### src/rtl/datamem_arbiter.sv
// Round-robin two-port arbiter and access sequencer in front of the single-ported data memory.
// Latency: write strobe 1 cycle after grant; read data returned READ_LAT+2 cycles after grant.
// Backpressure: one access in flight; requesters hold req until gnt, grants only issued in IDLE.
module datamem_arbiter #(
  parameter int AW       = 16,
  parameter int DW       = 16,
  parameter int READ_LAT = 0
) (
  input  logic          clk,
  input  logic          rst,
  // port 0: CPU load/store stage
  input  logic          req0,
  input  logic          we0,
  input  logic          sb0,
  input  logic [AW-1:0] addr0,
  input  logic [DW-1:0] wdata0,
  output logic          gnt0,
  output logic          rvalid0,
  output logic [DW-1:0] rdata0,
  // port 1: loader/debug port
  input  logic          req1,
  input  logic          we1,
  input  logic          sb1,
  input  logic [AW-1:0] addr1,
  input  logic [DW-1:0] wdata1,
  output logic          gnt1,
  output logic          rvalid1,
  output logic [DW-1:0] rdata1,
  // DataMem side
  output logic [AW-1:0] mem_addr,
  output logic [DW-1:0] mem_wdata,
  output logic          mem_read,
  output logic          mem_write,
  output logic          mem_str_byte,
  input  logic [DW-1:0] mem_rdata
);

  typedef enum logic [1:0] {
    S_IDLE   = 2'd0,
    S_ACCESS = 2'd1,
    S_RDWAIT = 2'd2
  } state_t;

  // Counter start value for the read wait; READ_LAT is limited to 0..3.
  localparam logic [1:0] LAT_INIT = 2'(READ_LAT);

  state_t          state_q, state_d;
  logic            prio_q;        // 0: port 0 wins a tie, 1: port 1 wins
  logic [1:0]      cnt_q;         // remaining read-wait cycles
  logic            port_q;        // port that owns the access in flight
  logic            we_q;
  logic            sb_q;
  logic [AW-1:0]   addr_q;
  logic [DW-1:0]   wdata_q;
  logic [DW-1:0]   rdata0_q, rdata1_q;
  logic            rv0_q, rv1_q;

  logic            gnt0_c, gnt1_c;
  logic            rd_c, wr_c, sb_c;
  logic            capture;
  logic            busy;

  // Next-state, grant and memory strobe decode.
  always_comb begin
    state_d = state_q;
    gnt0_c  = 1'b0;
    gnt1_c  = 1'b0;
    rd_c    = 1'b0;
    wr_c    = 1'b0;
    sb_c    = 1'b0;
    capture = 1'b0;
    case (state_q)
      S_IDLE: begin
        // A lone request wins outright; on a tie the priority pointer decides.
        if (req0 && (!req1 || !prio_q)) begin
          gnt0_c = 1'b1;
        end else if (req1) begin
          gnt1_c = 1'b1;
        end
        if (gnt0_c || gnt1_c) begin
          state_d = S_ACCESS;
        end
      end
      S_ACCESS: begin
        if (we_q) begin
          wr_c    = 1'b1;
          sb_c    = sb_q;
          state_d = S_IDLE;
        end else begin
          rd_c = 1'b1;
          if (READ_LAT == 0) begin
            capture = 1'b1;
            state_d = S_IDLE;
          end else begin
            state_d = S_RDWAIT;
          end
        end
      end
      S_RDWAIT: begin
        // Address is still held from the latch; keep the read strobe up until data is due.
        rd_c = 1'b1;
        if (cnt_q == 2'd1) begin
          capture = 1'b1;
          state_d = S_IDLE;
        end
      end
      default: begin
        state_d = S_IDLE;
      end
    endcase
  end

  // State register.
  always_ff @(posedge clk) begin
    if (rst) begin
      state_q <= S_IDLE;
    end else begin
      state_q <= state_d;
    end
  end

  // Latch the granted request and move the priority pointer to the other port.
  always_ff @(posedge clk) begin
    if (rst) begin
      prio_q  <= 1'b0;
      port_q  <= 1'b0;
      we_q    <= 1'b0;
      sb_q    <= 1'b0;
      addr_q  <= '0;
      wdata_q <= '0;
    end else if (gnt0_c) begin
      prio_q  <= 1'b1;
      port_q  <= 1'b0;
      we_q    <= we0;
      sb_q    <= sb0;
      addr_q  <= addr0;
      wdata_q <= wdata0;
    end else if (gnt1_c) begin
      prio_q  <= 1'b0;
      port_q  <= 1'b1;
      we_q    <= we1;
      sb_q    <= sb1;
      addr_q  <= addr1;
      wdata_q <= wdata1;
    end
  end

  // Read wait counter: loaded when a read leaves ACCESS, counts down through RDWAIT.
  always_ff @(posedge clk) begin
    if (rst) begin
      cnt_q <= 2'd0;
    end else if (state_q == S_ACCESS) begin
      cnt_q <= LAT_INIT;
    end else if (state_q == S_RDWAIT) begin
      cnt_q <= cnt_q - 2'd1;
    end
  end

  // Capture read data for the owning port and raise its one-cycle valid.
  always_ff @(posedge clk) begin
    if (rst) begin
      rdata0_q <= '0;
      rdata1_q <= '0;
      rv0_q    <= 1'b0;
      rv1_q    <= 1'b0;
    end else begin
      rv0_q <= capture && !port_q;
      rv1_q <= capture && port_q;
      if (capture && !port_q) begin
        rdata0_q <= mem_rdata;
      end
      if (capture && port_q) begin
        rdata1_q <= mem_rdata;
      end
    end
  end

  // Outputs are forced low while reset is asserted so nothing leaks out of an aborted access.
  assign busy         = (state_q != S_IDLE) && !rst;
  assign gnt0         = gnt0_c && !rst;
  assign gnt1         = gnt1_c && !rst;
  assign mem_read     = rd_c && !rst;
  assign mem_write    = wr_c && !rst;
  assign mem_str_byte = sb_c && !rst;
  assign mem_addr     = busy ? addr_q : '0;
  assign mem_wdata    = busy ? wdata_q : '0;
  assign rvalid0      = rv0_q && !rst;
  assign rvalid1      = rv1_q && !rst;
  assign rdata0       = rst ? '0 : rdata0_q;
  assign rdata1       = rst ? '0 : rdata1_q;

endmodule

### config.mk
export PLATFORM = sky130hd
export DESIGN_NAME = datamem_arbiter
export DESIGN_NICKNAME = d
export VERILOG_FILES = /design/src/rtl/datamem_arbiter.sv
export SDC_FILE = /design/constraint.sdc
export NUM_CORES = 1
export LEC_CHECK = 0
export ABC_AREA = 1
export BUFFER_PORTS_ARGS = -buffer_cell sky130_fd_sc_hd__buf_4
export CAP_MARGIN = 20
export CORE_MARGIN = 4
export CORE_UTILIZATION = 52
export DETAILED_ROUTE_END_ITERATION = 8
export HOLD_SLACK_MARGIN = 0.12
export PLACE_DENSITY = 0.92
export SLEW_MARGIN = 20
export SYNTH_ARGS = -nofsm -noshare
export SYNTH_HDL_FRONTEND = slang
export SYNTH_SLANG_ARGS = --single-unit
### constraint.sdc
create_clock -name clk -period 2.5 [get_ports clk]
set_input_delay 0.5 -clock clk [delete_from_list [all_inputs] [get_ports clk]]
set_output_delay 0.5 -clock clk [all_outputs]
set_load 0.05 [all_outputs]
==> flow_summary_export.csv <==
group,metric,value,unit
status,status,"finished, final reports clean",
die,fp.coreArea,7210,µm²
logic_synthesis,yosys-top-cells-area,"dfxtp_1, nand2_1, nor2_1",
timing,min_period,2.09,ns
logic_synthesis,synth_common_cells,"nand2_1, nor2_1, inv_1, dfxtp_1, a21oi_1",
clocking,cts.sinks,71,
logic_synthesis,syn_nets,710,
timing,fin_crit_sh,83.7,%
die,initial_utilization,53.3,%
clocking,cts_setup_buffers,0,
timing,rsz0062_at_grt,"false",
critical_path,end_kind,"primary output",
die,io-pin-count,159,
die,die_x,94.0,µm
clocking,clk_latency,0.33,ns
timing,tightestPinTransition,0.559,ns
critical_path,worst-path-max-fanout,24,
place,pre_cts_slack,0.428,ns
pwr,power.density,587,nW/µm²
pwr,peakVddDrop,0.390,mV
logic_synthesis,synth_area,3840,µm²
finish,antenna_cells,0,
timing,setup_tns,0,ns
critical_path,crit_arrival,1.59,ns
finish,n_fill_cell,629,
detailed_routing,drtPass1Iterations,4,
logic_synthesis,syn_avg_cell_area,6.18,µm²
timing,finalSetupViolCount,0,
logic_synthesis,synthCells,622,
hold_path,hold_path.class,"in -> reg",
timing,fin_worst_skew,0.00647,ns
critical_path,crit_required,2.00,ns
timing,slew_headroom,62.7,%
place,post-dp-hpwl,7.66,mm
logic_synthesis,synth_cell_types,19,
logic_synthesis,synth_most_common_cell,"nand2_1",
timing,setup_slack,0.408,ns
logic_synthesis,synth_top_area_cell,"dfxtp_1",
grt,grt_pass1_wl,16.4,mm
finish,final_layout_size_suffix_gt1_share,25.3,%
critical_path,path_class,"reg -> out",
clocking,clockBufferDepth,2,
logic_synthesis,async_reset_ff_share,0,%
place,gp_congestion,0.770,
die,rows,31,
logic_synthesis,ys_seq_area_share,37.0,%
clocking,cts_hold_buf,0,
clocking,clkTransAtPathRegs,0.08,ns
clocking,cts_tree,"built",
timing,whs,0.401,ns
grt,grt_usage,22.8,%
die,dieArea,8830,µm²
clocking,htreeDepth,3,
logic_synthesis,yosysTopAreaCellShare,37.0,%
die,die_h,94.0,µm
detailed_routing,ant_nets,0,
critical_path,cp-start-kind,"flip-flop",
detailed_routing,vias,3971,
grt,grt_pass1_vias,3787,
clocking,clock-root-buffer,"clkbuf_8",
grt,antenna_found_initial,0,
finish,num-nets-final,855,
pwr,leakagePower,3.04,nW
grt,overflow,0,
detailed_routing,via_per_inst,4.56,
timing,maxSlewViolCount,0,
finish,area_growth,35.9,%
logic_synthesis,synth_edf_count,0,
logic_synthesis,postSynthRegisterBits,71,
logic_synthesis,yosys_warnings,0,
run,drv_cap,0,
detailed_routing,drc,0,
place,port_buffers,158,
timing,fmax,478,MHz
detailed_routing,totalWireLength,10.5,mm
timing,hold_viol_final,0,
clocking,numCtsBuffers,9,
detailed_routing,drtIter0Drc,160,
logic_synthesis,synth_flop_cell,"dfxtp_1",
grt,grt_max_degree,42,
detailed_routing,wire_per_inst,12.0,µm
clocking,post_cts_resized,0,
-- power by group --
part / internal [mW] / switching [mW] / leakage, nW
Sequential: 1.24 / 0.0533 / 0.586
Combinational: 0.277 / 0.462 / 2.33
Clock: 0.617 / 0.416 / 0.120
Total: 2.14 / 0.931 / 3.04
-- layout make-up --
type	instances	area (µm²)	share of cell area (%)
multi-input cells	378	1680	32.2
flip-flops and latches	71	1420	27.2
repair buffers	164	1230	23.6
inverters	143	537	10.3
clock buffers	11	151	2.90
well taps	99	124	2.37
clock inverters	5	78.8	1.51
-- path summary, 6_finish.rpt --
path	endpoint	from	slack (ns)	cells past startpoint
max	mem_addr[8]	state_q[0]	0.41	4
min	rdata1_q[11]	mem_rdata[11]	0.40	3
max reg2reg	rdata1_q[5]	we_q	1.09	5
min reg2reg	rdata0_q[2]	rdata0_q[2]	0.47	2
-- metal layers --
layer	up-vias	track usage, %	part of all wire [%]
met5	-	0	0
met1	1750	26.8	42
met4	0	5.29	0.69
li1	2076	-	-
met3	9	7.85	9.1
met2	136	39.8	48
-- through the flow --
stage	utilization [%]	cell area (µm²)	cells	total power, mW
floorplan	-	3840	622	1.82
global placement	69.3	5000	855	2.04
detailed placement	69.3	5000	855	2.06
CTS	72.4	5230	871	3.09
global route	72.4	5230	871	3.23
finish	72.4	5230	871	3.07
-- worst max-delay path, cell delays in order (launching register included) --
cell	delay, ns
dfxtp_1	0.45
nand2_2	0.20
buf_4	0.27
nor2_1	0.13
buf_4	0.21
-- cells by family (layout without fill, tap and decap cells) --
kind of cell    after synthesis  count (layout)  synth area share [%]
compound gates               46              46                  6.05
buf+inv                     173             323                  19.3
simple gates                332             332                  37.7
flops                        71              71                  37.0
-- state kept, by name, indices dropped and copies added, names as in the netlist --
register / flops
rdata0_q: 16
wdata_q: 16
addr_q: 16
rv0_q: 1
state_q: 1
we_q: 1
prio_q: 1
rv1_q: 1
port_q: 1
sb_q: 1
rdata1_q: 16
-- cell usage in the layout, fill, tap and decap left out --
cell type  instances
nor2_1           139
nand2_1          148
nand3_4            3
nand3_1            1
nand3b_1          34
nor2_4             2
nand2_2            3
inv_1            137
clkbuf_8          11
a21oi_1           44
o211ai_1           1
inv_6              1
bufinv_16          2
nor3b_1            1
clkinv_2           2
nand2_4            1
inv_2              6
dfxtp_1           71
o21ai_0            1
buf_4            164
No activity file was read; power rests on OpenSTA's default activity.
